<file path="config.mk">
export PLATFORM = sky130hd
export DESIGN_NAME = vga_fb_arbiter_flat
export DESIGN_NICKNAME = d
export VERILOG_FILES = /design/src/rtl/vga_fb_arbiter_if.sv /design/src/rtl/vga_fb_arbiter.sv /design/src/flat_wrapper.sv
export SDC_FILE = /design/constraint.sdc
export NUM_CORES = 1
export LEC_CHECK = 0
export BUFFER_PORTS_ARGS = -buffer_cell sky130_fd_sc_hd__buf_2
export CORE_MARGIN = 3
export CORE_UTILIZATION = 50
export CTS_CLUSTER_DIAMETER = 60
export DETAILED_ROUTE_END_ITERATION = 10
export MAX_ROUTING_LAYER = met4
export PLACE_DENSITY = 0.78
export SLEW_MARGIN = 5
export SYNTH_ARGS = -nofsm -noshare
export SYNTH_HDL_FRONTEND = slang
export SYNTH_SLANG_ARGS = --single-unit
</file>
<file path="constraint.sdc">
create_clock -name clk25 -period 2.4 [get_ports clk25]
set_input_delay 0.48 -clock clk25 [delete_from_list [all_inputs] [get_ports clk25]]
set_output_delay 0.48 -clock clk25 [all_outputs]
set_load 0.02 [all_outputs]
</file>
<file path="src/rtl/vga_fb_arbiter_if.sv">
// Frame-buffer arbiter bus: the game-logic writer handshake plus the
// single-port RAM port, bundled so the arbiter and its neighbours share one
// connection.
//   wr_req/wr_addr/wr_data : writer request, held until wr_ack
//   wr_ack                 : one-cycle grant, write issued to RAM this cycle
//   ram_addr/ram_we/ram_wdata : registered RAM command from the arbiter
//   ram_rdata              : RAM read data, one cycle after ram_addr
// modport slave  : the arbiter
// modport master : the writer + RAM side
interface vga_fb_arbiter_if #(
    parameter int ADDR_W = 19,
    parameter int DATA_W = 8
);
    logic              wr_req;
    logic [ADDR_W-1:0] wr_addr;
    logic [DATA_W-1:0] wr_data;
    logic              wr_ack;
    logic [ADDR_W-1:0] ram_addr;
    logic              ram_we;
    logic [DATA_W-1:0] ram_wdata;
    logic [DATA_W-1:0] ram_rdata;

    modport slave (
        input  wr_req, wr_addr, wr_data, ram_rdata,
        output wr_ack, ram_addr, ram_we, ram_wdata
    );

    modport master (
        output wr_req, wr_addr, wr_data, ram_rdata,
        input  wr_ack, ram_addr, ram_we, ram_wdata
    );
endinterface

</file>
<file path="src/rtl/vga_fb_arbiter.sv">
// Shares one single-port frame-buffer RAM between the VGA display fetch, a
// pixel writer and a frame-clear engine. Display fetches own every visible
// cycle; clear writes, then writer writes, fill the blanking cycles.
// Ports:
//   clk25, reset           : pixel clock, async active-high reset
//   t_active/t_x/t_y       : timing generator visible flag and coordinates
//   t_hSync/t_vSync        : timing generator syncs
//   t_screenEnd            : one-cycle end-of-frame pulse
//   bus                    : writer handshake + RAM port (slave side)
//   clear_start            : pulse to request a full-buffer clear
//   clear_busy/clear_done  : clear pending/running, last-clear-write pulse
//   pix_data/pix_active    : pixel to the DAC and its visible flag
//   hSync/vSync            : syncs re-timed to match pix_data
module vga_fb_arbiter #(
    parameter int                WIDTH     = 640,
    parameter int                HEIGHT    = 480,
    parameter int                ADDR_W    = 19,
    parameter int                DATA_W    = 8,
    parameter logic [DATA_W-1:0] CLEAR_VAL = '0
) (
    input  logic                    clk25,
    input  logic                    reset,
    input  logic                    t_active,
    input  logic [9:0]              t_x,
    input  logic [8:0]              t_y,
    input  logic                    t_hSync,
    input  logic                    t_vSync,
    input  logic                    t_screenEnd,
    vga_fb_arbiter_if.slave         bus,
    input  logic                    clear_start,
    output logic                    clear_busy,
    output logic                    clear_done,
    output logic [DATA_W-1:0]       pix_data,
    output logic                    pix_active,
    output logic                    hSync,
    output logic                    vSync
);
    localparam int                STAGES = 2;
    localparam logic [ADDR_W-1:0] LAST   = ADDR_W'(WIDTH * HEIGHT - 1);

    typedef enum logic [1:0] {C_IDLE, C_WAIT, C_RUN} cstate_t;

    cstate_t           state;
    logic [ADDR_W-1:0] clr_cnt;
    logic [ADDR_W-1:0] x_ext, y_ext, disp_addr;
    logic              clr_slot, wr_slot;

    // display address = y*WIDTH + x
    assign x_ext = ADDR_W'(t_x);
    assign y_ext = ADDR_W'(t_y);
    generate
        if (WIDTH == 640) begin : g_shift_add
            assign disp_addr = (y_ext << 9) + (y_ext << 7) + x_ext;
        end else begin : g_mult
            assign disp_addr = y_ext * ADDR_W'(WIDTH) + x_ext;
        end
    endgenerate

    // display > clear > writer
    assign clr_slot   = !t_active && (state == C_RUN);
    assign wr_slot    = !t_active && (state != C_RUN) && bus.wr_req;
    // the ack is the grant itself; masked so reset never acknowledges
    assign bus.wr_ack = wr_slot && !reset;

    always_ff @(posedge clk25 or posedge reset) begin
        if (reset) begin
            bus.ram_addr  <= '0;
            bus.ram_we    <= 1'b0;
            bus.ram_wdata <= '0;
        end else if (t_active) begin
            bus.ram_addr  <= disp_addr;
            bus.ram_we    <= 1'b0;
        end else if (clr_slot) begin
            bus.ram_addr  <= clr_cnt;
            bus.ram_we    <= 1'b1;
            bus.ram_wdata <= CLEAR_VAL;
        end else if (wr_slot) begin
            bus.ram_addr  <= bus.wr_addr;
            bus.ram_we    <= 1'b1;
            bus.ram_wdata <= bus.wr_data;
        end else begin
            bus.ram_we    <= 1'b0;
        end
    end

    // Clear engine: armed by clear_start, begins at the next frame end and
    // then steals blanking cycles until every pixel has been written.
    always_ff @(posedge clk25 or posedge reset) begin
        if (reset) begin
            state      <= C_IDLE;
            clr_cnt    <= '0;
            clear_busy <= 1'b0;
            clear_done <= 1'b0;
        end else begin
            clear_done <= 1'b0;
            case (state)
                C_IDLE: begin
                    // a screenEnd in this same cycle is not used; the
                    // clear waits for the following frame end
                    if (clear_start) begin
                        state      <= C_WAIT;
                        clear_busy <= 1'b1;
                    end
                end
                C_WAIT: begin
                    if (t_screenEnd) begin
                        state   <= C_RUN;
                        clr_cnt <= '0;
                    end
                end
                C_RUN: begin
                    if (clr_slot) begin
                        if (clr_cnt == LAST) begin
                            state      <= C_IDLE;
                            clear_busy <= 1'b0;
                            clear_done <= 1'b1;
                        end else begin
                            clr_cnt <= clr_cnt + 1'b1;
                        end
                    end
                end
                default: state <= C_IDLE;
            endcase
        end
    end

    // Two-stage delay matching address register + RAM read latency.
    // Syncs idle high, so their stages reset to 1.
    logic [STAGES:1] vld_pipe, hs_pipe, vs_pipe;

    always_ff @(posedge clk25 or posedge reset) begin
        if (reset) begin
            vld_pipe <= '0;
            hs_pipe  <= '1;
            vs_pipe  <= '1;
        end else begin
            vld_pipe <= {vld_pipe[STAGES-1:1], t_active};
            hs_pipe  <= {hs_pipe[STAGES-1:1], t_hSync};
            vs_pipe  <= {vs_pipe[STAGES-1:1], t_vSync};
        end
    end

    assign pix_active = vld_pipe[STAGES];
    assign hSync      = hs_pipe[STAGES];
    assign vSync      = vs_pipe[STAGES];
    assign pix_data   = pix_active ? bus.ram_rdata : '0;

endmodule

</file>
<file path="src/flat_wrapper.sv">
// flat-port wrapper written by rule: the top's interface ports become plain ports
module vga_fb_arbiter_flat 
#(
    parameter int                WIDTH     = 640,
    parameter int                HEIGHT    = 480,
    parameter int                ADDR_W    = 19,
    parameter int                DATA_W    = 8,
    parameter logic [DATA_W-1:0] CLEAR_VAL = '0
)
  (clk25, reset, t_active, t_x, t_y, t_hSync, t_vSync, t_screenEnd, clear_start, clear_busy, clear_done, pix_data, pix_active, hSync, vSync, bus_wr_req, bus_wr_addr, bus_wr_data, bus_ram_rdata, bus_wr_ack, bus_ram_addr, bus_ram_we, bus_ram_wdata);
  vga_fb_arbiter_if #(.ADDR_W(ADDR_W), .DATA_W(DATA_W)) bus_i ();
  input  logic clk25;
  input  logic reset;
  input  logic t_active;
  input  logic [9:0] t_x;
  input  logic [8:0] t_y;
  input  logic t_hSync;
  input  logic t_vSync;
  input  logic t_screenEnd;
  input  logic clear_start;
  output logic clear_busy;
  output logic clear_done;
  output logic [DATA_W-1:0] pix_data;
  output logic pix_active;
  output logic hSync;
  output logic vSync;
  input wire logic [$bits(bus_i.wr_req)-1:0] bus_wr_req;
  input wire logic [$bits(bus_i.wr_addr)-1:0] bus_wr_addr;
  input wire logic [$bits(bus_i.wr_data)-1:0] bus_wr_data;
  input wire logic [$bits(bus_i.ram_rdata)-1:0] bus_ram_rdata;
  output wire logic [$bits(bus_i.wr_ack)-1:0] bus_wr_ack;
  output wire logic [$bits(bus_i.ram_addr)-1:0] bus_ram_addr;
  output wire logic [$bits(bus_i.ram_we)-1:0] bus_ram_we;
  output wire logic [$bits(bus_i.ram_wdata)-1:0] bus_ram_wdata;
  assign bus_i.wr_req = bus_wr_req;
  assign bus_i.wr_addr = bus_wr_addr;
  assign bus_i.wr_data = bus_wr_data;
  assign bus_i.ram_rdata = bus_ram_rdata;
  assign bus_wr_ack = bus_i.wr_ack;
  assign bus_ram_addr = bus_i.ram_addr;
  assign bus_ram_we = bus_i.ram_we;
  assign bus_ram_wdata = bus_i.ram_wdata;
  vga_fb_arbiter #(.WIDTH(WIDTH), .HEIGHT(HEIGHT), .ADDR_W(ADDR_W), .DATA_W(DATA_W), .CLEAR_VAL(CLEAR_VAL)) u_core (.clk25(clk25), .reset(reset), .t_active(t_active), .t_x(t_x), .t_y(t_y), .t_hSync(t_hSync), .t_vSync(t_vSync), .t_screenEnd(t_screenEnd), .bus(bus_i), .clear_start(clear_start), .clear_busy(clear_busy), .clear_done(clear_done), .pix_data(pix_data), .pix_active(pix_active), .hSync(hSync), .vSync(vSync));
endmodule
</file>
==> flow_summary.json, run 1 <==
{
  "area_delta_synth_final_pct": 30.8,
  "cts_tree": "built",
  "vias_per_cell": 5.64,
  "start_util": 0.519,
  "synth.distinct_cells": 53,
  "clock_latency_ns": 0.33,
  "synth_edf_count": 0,
  "routed_wirelength_um": 8880,
  "min-delay-start": "t_vSync",
  "synth_most_common_cell": "dfrtp_1",
  "core_sq_um": 6420,
  "maxCapViolations": 0,
  "relSlewSlack": 0.523,
  "reg2reg_slack_ns": 0.34,
  "hold_class": "in2reg",
  "fin_hold_ws_ns": 0.240,
  "die_w_um": 87.7,
  "num_rows": 29,
  "syn_area_sq_um": 3330,
  "hold_buffers": 0,
  "yosysWarnings": 0,
  "synth_area_per_cell_sq_um": 9.14,
  "overflow": 0,
  "antenna_found_initial": 0,
  "synth_commonest_cells": "53 x dfrtp_1, 47 x nand2_1, 39 x a21oi_1",
  "worstMarginPinSlew_ns": 0.710,
  "critical_path_arrival_ns": 2.63,
  "cts_root_buffer": "clkbuf_8",
  "synth_area_leaders": "dfrtp_1 40%, ha_1 6.8%, a21oi_1 5.9%",
  "yosys.area.top_type_share": 0.398,
  "clock_skew_ns": 0.00658,
  "fp.dieH_um": 87.7,
  "synth-async-reset-ratio": 1.00,
  "timing.rr.end": "u_core.clr_cnt[17]$_DFFE_PP0P_",
  "whs_path_depth": 1,
  "path_max_fanout": 3,
  "ys.flop_type": "dfrtp_1",
  "utilization": 0.679,
  "synth-seq-cells": 57,
  "finalCriticalPeriod_ns": 2.40,
  "finalCritPeriodShare": 0.998,
  "drtIter0Drc": 191,
  "cts_num_sinks": 57,
  "antenna_left": 0,
  "grt_pass1_wl_um": 13900,
  "n_antenna_cell": 0,
  "fillers": 501,
  "synth_top_area_cell": "dfrtp_1",
  "drc": 0,
  "grt_pass1_vias": 2991,
  "grt_start_max_net_pins": 38,
  "hold_viol": 0,
  "portBuffers": 103,
  "syn_inst": 365,
  "cts_made_buffers": 9,
  "wl_per_cell_um": 15.8,
  "vias": 3175,
  "track_usage": 0.242,
  "path_clk_slew_ns": 0.07,
  "max_freq_mhz": 417,
  "end_kind": "register",
  "cp.required_ns": 2.64,
  "status": "finished, final reports clean",
  "p_leak_uw": 0.00213,
  "crit_type": "in2reg",
  "vdd_drop_max_uv": 454,
  "final_layout_size_suffix_gt1_frac": 0.327,
  "power_density_nw_per_um2": 811,
  "start_kind": "primary input",
  "rsz0062_at_grt": "true",
  "cts.htree.levels": 3,
  "dp_hpwl_um": 6640,
  "slew_viol_final": 0,
  "ys_seq_area_frac": 0.429,
  "io-pin-count": 104,
  "setup_violations": 0,
  "reg2reg_depth": 6,
  "r2r_start": "u_core.clr_cnt[0]$_DFFE_PP0P_",
  "die-area_sq_um": 7690,
  "hold-path-endpoint": "u_core.vs_pipe[1]$_DFF_PP1_",
  "clk_path_buf_depth": 2,
  "synth_nets": 447,
  "drt-pass1-iter-count": 4,
  "gp_congestion": 0.867,
  "nets": 563
}
worst max-delay path by stage:
stage,depth (start not counted),to,slack (ns),startpoint
final,10,u_core.bus.ram_addr[16]$_DFFE_PP0P_,0.004,t_y[0]
after global routing,10,u_core.bus.ram_addr[16]$_DFFE_PP0P_,-0.01,t_y[0]
after CTS,9,u_core.bus.ram_addr[16]$_DFFE_PP0P_,0.01,t_x[8]
after detailed placement,10,u_core.bus.ram_addr[17]$_DFFE_PP0P_,-0.43,t_y[2]
after global placement,10,u_core.bus.ram_addr[17]$_DFFE_PP0P_,-0.35,t_y[2]
after floorplan,9,u_core.bus.ram_addr[16]$_DFFE_PP0P_,-0.13,t_y[2]
through the flow:
step	setup TNS [ns]	cells	total power, uW	setup WS (ns)	cell area (sq um)
floorplan	-0.325	365	2010	-0.132	3360
global placement	-1.59	546	2380	-0.349	4050
detailed placement	-2.06	546	2420	-0.431	4050
CTS	0	563	3540	0.0136	4310
global route	-0.0136	563	3740	-0.0136	4360
finish	0	563	3540	0.00427	4360
area by class of cell:
cell class,instances,area (sq um),area share
clock buffers,11,141,0.0324
flip-flops and latches,57,1430,0.328
multi-input cells,279,1850,0.425
repair buffers,121,679,0.156
inverters,13,58.8,0.0135
well taps,77,96.3,0.0221
clock inverters,5,103,0.0235
state kept, by name, summed over array words and instances, names as in the netlist:
signal	flops
u_core.vs_pipe	2
u_core.hs_pipe	2
u_core.state	2
u_core.bus.ram_wdata	8
u_core.vld_pipe	2
u_core.clear_busy	1
u_core.bus.ram_addr	19
u_core.bus.ram_we	1
u_core.clear_done	1
u_core.clr_cnt	19
worst max-delay path, cell delays in order:
cell	delay (ns)
buf_8	0.08
inv_4	0.03
fa_1	0.56
inv_2	0.06
fa_2	0.34
a211o_1	0.28
a21o_1	0.22
a2111oi_4	0.31
nor3b_2	0.08
o31ai_1	0.19
where the power goes:
group          switching, uW  leakage [uW]  internal [uW]  total [uW]
registers                115      0.000724           1130        1250
clock network            389      0.000120            717        1110
logic                    720       0.00128            467        1190
kinds of logic after synthesis:
group | Yosys count | share of synthesized area
simple gates | 126 | 0.196
compound gates | 116 | 0.212
flops | 57 | 0.429
buf+inv | 29 | 0.0353
fa+ha+maj | 20 | 0.0796
xor+xnor | 10 | 0.0263
mux | 7 | 0.0210
cell usage in the layout (no fill, tap or decap), types with 3 or more instances in the layout:
cell	n
a211oi_1	3
a21o_1	5
a21oi_1	39
a22o_1	8
and2_1	10
and3_1	3
buf_2	101
buf_4	17
bufinv_16	3
clkbuf_8	10
dfrtp_1	53
dfstp_2	4
ha_1	16
inv_1	9
mux2i_1	7
nand2_1	47
nand2b_1	3
nand3_1	8
nand4_1	6
nor2_1	14
nor2b_1	3
nor3_1	4
nor4b_1	3
o211ai_1	7
o21a_1	4
o21ai_0	29
o21ai_1	3
o22ai_1	3
o31ai_1	3
or3_1	10
xnor2_1	6
xor2_1	4
metal layers:
metal | up-vias | track usage | share of wire
li1 | 1557 | - | -
met2 | 119 | 0.394 | 0.47
met4 | 0 | 0.0893 | 0.024
met5 | - | - | 0
met1 | 1483 | 0.289 | 0.44
met3 | 16 | 0.0611 | 0.059
timing repair:
action	4_1_cts	5_1_grt
hold endpoints to repair	0	0
pin swaps	2	3
resized for setup	2	11
buffers inserted	1	0
endpoints found under the setup margin	2	3
Power figures use the tool's default switching activity.
==> run 2, diff against run 1 <==
Settings changed: CORE_UTILIZATION 50 to 52, PLACE_DENSITY 0.78 to 0.81.
==> flow_summary.json, run 2 (same netlist as run 1, synthesis figures left out) <==
{
  "status": "finished, violations left",
  "violations": "negative setup slack",
  "worstMarginPinSlew_ns": 0.683,
  "drt-pass1-iter-count": 6,
  "rsz0062_at_grt": "true",
  "endpoint": "u_core.bus.ram_addr[16]$_DFFE_PP0P_",
  "die-area_sq_um": 7410,
  "n_antenna_cell": 0,
  "layout_commonest_cell": "buf_2",
  "antenna_left": 0,
  "vdd_drop_max_uv": 525,
  "p_leak_uw": 0.00213,
  "max_freq_mhz": 409,
  "mostFrequentLayoutCells": "101 x buf_2, 53 x dfrtp_1, 47 x nand2_1",
  "path_clk_slew_ns": 0.07,
  "track_usage": 0.253,
  "cts_num_sinks": 57,
  "cts_tree": "built",
  "drtIter0Drc": 235,
  "vias_per_cell": 5.72,
  "r2r_start": "u_core.clr_cnt[0]$_DFFE_PP0P_",
  "cts_root_buffer": "clkbuf_8",
  "reg2reg_slack_ns": 0.33,
  "critical_path_arrival_ns": 2.69,
  "reg2reg_depth": 6,
  "core_sq_um": 6060,
  "path_cells": "buf_8 -> inv_8 -> fa_1 -> inv_2 -> fa_2 -> a211o_1 -> a21o_1 -> a2111oi_4 -> nor3b_1 -> o31ai_1",
  "cts_made_buffers": 9,
  "crit_buf_inv": 3,
  "routed_wirelength_um": 8920,
  "vias": 3231,
  "drc": 0,
  "area_delta_synth_final_pct": 30.2,
  "start_util": 0.550,
  "cpMaxStageDelayCell": "fa_1",
  "wl_per_cell_um": 15.8,
  "timing.rr.end": "u_core.clr_cnt[17]$_DFFE_PP0P_",
  "die_w_um": 86.1,
  "hold_viol": 0,
  "reg_top3": "u_core.bus.ram_addr (19), u_core.clr_cnt (19), u_core.bus.ram_wdata (8)",
  "finalCritPeriodShare": 1.02,
  "clk_path_buf_depth": 2,
  "crit_family": "compound AO/OA/AOI/OAI gates",
  "worst_slack_ns": -0.0466,
  "fin_tns_setup_ns": -0.0638,
  "overflow": 0,
  "antenna_found_initial": 0,
  "finalCriticalPeriod_ns": 2.45,
  "crit_type": "in2reg",
  "fin_hold_ws_ns": 0.187,
  "grt_start_max_net_pins": 38,
  "num_rows": 28,
  "slew_viol_final": 0,
  "io-pin-count": 104,
  "maxCapViolations": 0,
  "final_layout_size_suffix_gt1_frac": 0.335,
  "slowest_delay_ns": 0.54,
  "dp_hpwl_um": 6680,
  "grt_pass1_vias": 3052,
  "relSlewSlack": 0.542,
  "crit_cells": 10,
  "end_kind": "register",
  "hold_buffers": 0,
  "clock_skew_ns": 0.00759,
  "clock_latency_ns": 0.34,
  "cp.required_ns": 2.64,
  "path_max_fanout": 3,
  "fillers": 488,
  "nets": 567,
  "crit_start": "t_y[2]",
  "hold_class": "in2async",
  "portBuffers": 103,
  "dp_slack_ns": -0.449,
  "gp_congestion": 0.897,
  "start_kind": "primary input",
  "utilization": 0.716,
  "setup_violations": 2,
  "power_density_nw_per_um2": 799,
  "grt_pass1_wl_um": 14400,
  "cts.htree.levels": 3,
  "fp.dieH_um": 86.1
}
[run 2: cell types whose count changed in the layout (fill, tap and decap cells not counted), sizes merged]
cell and delta:
bufinv -1, clkbuf -2, clkinv +1, buf +4, inv +2
[run 2: area by class of cell]
type,count,area (sq um),area share
Clock inverter,7,103,0.0236
Inverter,13,56.3,0.0130
Clock buffer,9,124,0.0285
Timing Repair Buffer,125,697,0.161
Tap cell,75,93.8,0.0216
Sequential cell,57,1430,0.330
Multi-Input combinational cell,279,1840,0.423
[run 2: how the worst min path moves through the flow]
| stage | startpoint | endpoint | depth (start not counted) |
|---|---|---|---|
| 2_1_floorplan | u_core.vld_pipe[1]$_DFF_PP0_ | u_core.vld_pipe[2]$_DFF_PP0_ | 0 |
| 3_3_place_gp | u_core.vld_pipe[1]$_DFF_PP0_ | u_core.vld_pipe[2]$_DFF_PP0_ | 0 |
| 3_5_place_dp | u_core.vld_pipe[1]$_DFF_PP0_ | u_core.vld_pipe[2]$_DFF_PP0_ | 0 |
| 4_1_cts | reset | u_core.clr_cnt[4]$_DFFE_PP0P_ | 2 |
| 6_report | reset | u_core.clr_cnt[4]$_DFFE_PP0P_ | 2 |
| 5_1_grt | reset | u_core.clear_busy$_DFFE_PP0P_ | 2 |
[run 2: worst reg2reg max path, cell delays in order (launching register included)]
cell and delay (ns):
dfrtp_1 0.46, ha_1 0.27, and3_1 0.21, nand4_1 0.19
nand4_2 0.19, or4_1 0.51, a21oi_1 0.16
[run 2: repair_timing]
action | 4_1_cts | 5_1_grt
setup endpoints to repair | 3 | 3
setup buffers | 1 | 2
resized for setup | 6 | 4
pin swaps | 1 | 5
cloned | 0 | 0
[run 2: metrics by stage]
step / area (sq um) / cells / total power [uW]
final: 4340 / 565 / 3470
after global routing: 4340 / 565 / 3680
after detailed placement: 4050 / 546 / 2430
after CTS: 4300 / 563 / 3460
after floorplan: 3360 / 365 / 2010
after global placement: 4050 / 546 / 2390
[run 2: power by group]
group	switching [uW]	total [uW]	internal [uW]
clock	429	1020	594
sequential	125	1260	1130
combinational	715	1190	472
total	1270	3470	2200
[run 2: routing by layer]
| layer | vias to the layer above | wire length (um) | track usage |
|---|---|---|---|
| met1 | 1532 | 3890 | 0.328 |
| li1 | 1560 | - | - |
| met3 | 11 | 707 | 0.0365 |
| met5 | - | 0 | - |
| met4 | 0 | 97 | 0.0935 |
| met2 | 128 | 4220 | 0.404 |
==> run 3, diff against run 2 <==
Settings changed: CORE_ASPECT_RATIO set to 1.25.
==> flow_summary.json, run 3 (same netlist as run 1, synthesis figures left out) <==
{
  "gr-usage-met3": 0.0577,
  "cts_made_buffers": 9,
  "crit_family": "compound AO/OA/AOI/OAI gates",
  "path_clk_slew_ns": 0.07,
  "start_util": 0.537,
  "fp.dieH_um": 95.5,
  "crit_type": "in2reg",
  "cts_tree": "built",
  "finalCriticalPeriod_ns": 2.40,
  "cts.htree.levels": 3,
  "violations": "negative setup slack",
  "start_kind": "primary input",
  "p_leak_uw": 0.00212,
  "utilization": 0.700,
  "path_cells": "buf_8 -> inv_8 -> fa_1 -> inv_2 -> fa_2 -> a211o_1 -> a21o_1 -> a2111oi_4 -> nor3b_2 -> o31ai_1",
  "cts_num_sinks": 57,
  "routed_wirelength_um": 9150,
  "area_delta_synth_final_pct": 30.4,
  "gp_congestion": 0.838,
  "use_met2": 0.446,
  "slowest_delay_ns": 0.54,
  "vias_per_cell": 5.67,
  "cp.required_ns": 2.65,
  "core_sq_um": 6210,
  "die_w_um": 77.6,
  "placed_area_sq_um": 4040,
  "critical_path_arrival_ns": 2.65,
  "num_rows": 32,
  "drc": 0,
  "finalCritPeriodShare": 1.00,
  "die-area_sq_um": 7420,
  "status": "finished, violations left",
  "relSlewSlack": 0.491,
  "overflow": 0,
  "power_density_nw_per_um2": 801,
  "cpMaxStageDelayCell": "fa_1",
  "antenna_found_initial": 0,
  "mostFrequentLayoutCells": "101 x buf_2, 53 x dfrtp_1, 47 x nand2_1",
  "grt_pass1_vias": 3109,
  "final_layout_size_suffix_gt1_frac": 0.329,
  "fin_tns_setup_ns": -0.000127,
  "clock_skew_ns": 0.00554,
  "worst_slack_ns": -0.000127,
  "hold_buffers": 0,
  "final_cells": 571,
  "io-pin-count": 104,
  "vdd_drop_max_uv": 431,
  "vias": 3240,
  "antenna_left": 0,
  "track_usage": 0.257,
  "max_freq_mhz": 417,
  "nets": 563,
  "end_kind": "register",
  "rsz0062_at_grt": "true",
  "maxCapViolations": 0,
  "cts_root_buffer": "clkbuf_8",
  "clk_path_buf_depth": 2,
  "dp_hpwl_um": 6670,
  "drt-pass1-iter-count": 5,
  "met1_usage": 0.301,
  "drtIter0Drc": 239,
  "grt_pass1_wl_um": 14600,
  "hold_class": "in2reg",
  "slew_viol_final": 0,
  "wl_per_cell_um": 16.0,
  "final_cell_area_sq_um": 4350,
  "path_max_fanout": 3,
  "worstMarginPinSlew_ns": 0.759,
  "n_antenna_cell": 0,
  "layout_commonest_cell": "buf_2",
  "crit_buf_inv": 3,
  "clock_latency_ns": 0.34,
  "hold_viol": 0,
  "reg_top3": "u_core.bus.ram_addr (19), u_core.clr_cnt (19), u_core.bus.ram_wdata (8)",
  "setup_violations": 1,
  "top_usage_layer": "met2",
  "fillers": 458,
  "portBuffers": 103,
  "dpl.cell_count": 553,
  "grt_start_max_net_pins": 58
}
==> run 3: worst reg2reg max path: cells and delay by family (launching register included) <==
| kind | cells | cell delay, ns |
|---|---|---|
| compound gates | 1 | 0.16 |
| fa+ha+maj | 1 | 0.25 |
| simple gates | 4 | 1.15 |
| flops | 1 | 0.43 |
==> run 3: per-layer routing <==
layer | up-vias | wire length (um)
li1 | 1548 | -
met1 | 1520 | 3570
met5 | - | 0
met4 | 0 | 195
met3 | 24 | 713
met2 | 148 | 4670
==> run 3: worst paths after layout <==
path	start	slack, ns	endpoint	depth (start not counted)
max in group asynchronous	reset	1.59	u_core.bus.ram_wdata[3]$_DFFE_PP0P_	3
setup reg to reg	u_core.clr_cnt[0]$_DFFE_PP0P_	0.31	u_core.clr_cnt[17]$_DFFE_PP0P_	6
min in group asynchronous	reset	0.35	u_core.bus.ram_addr[2]$_DFFE_PP0P_	3
hold / removal	t_vSync	0.23	u_core.vs_pipe[1]$_DFF_PP1_	1
hold reg to reg	u_core.vld_pipe[1]$_DFF_PP0_	0.35	u_core.vld_pipe[2]$_DFF_PP0_	0
setup / recovery	t_y[2]	-0.0001	u_core.bus.ram_addr[16]$_DFFE_PP0P_	10
==> run 3: area by class of cell <==
cell class	instances	area (sq um)	share of cell area
multi-input cells	279	1860	0.427
flip-flops and latches	57	1430	0.329
repair buffers	121	667	0.153
clock buffers	11	151	0.0348
well taps	85	106	0.0245
clock inverters	5	77.6	0.0178
inverters	13	56.3	0.0130
==> run 3: through the flow <==
| stage | setup WS, ns | hold slack (ns) | power, uW |
|---|---|---|---|
| 2_1_floorplan | -0.132 | 0.331 | 2010 |
| 3_3_place_gp | -0.348 | 0.333 | 2390 |
| 3_5_place_dp | -0.455 | 0.335 | 2420 |
| 4_1_cts | 0.00187 | 0.226 | 3460 |
| 5_1_grt | -0.0898 | 0.226 | 3670 |
| 6_report | -0.000127 | 0.234 | 3480 |
==> run 3: repair_timing <==
action / 4_1_cts / 5_1_grt
gates resized for setup: 5 / 7
pin swaps: 2 / 2
setup buffers: 1 / 1
endpoints found under the setup margin: 2 / 3
endpoints found under the hold margin: 0 / 0
==> run 3: report_power, final <==
group          leakage (uW)  switching [uW]  internal, uW
logic               0.00128             724           471
clock network      0.000115             400           637
registers          0.000724             118          1130
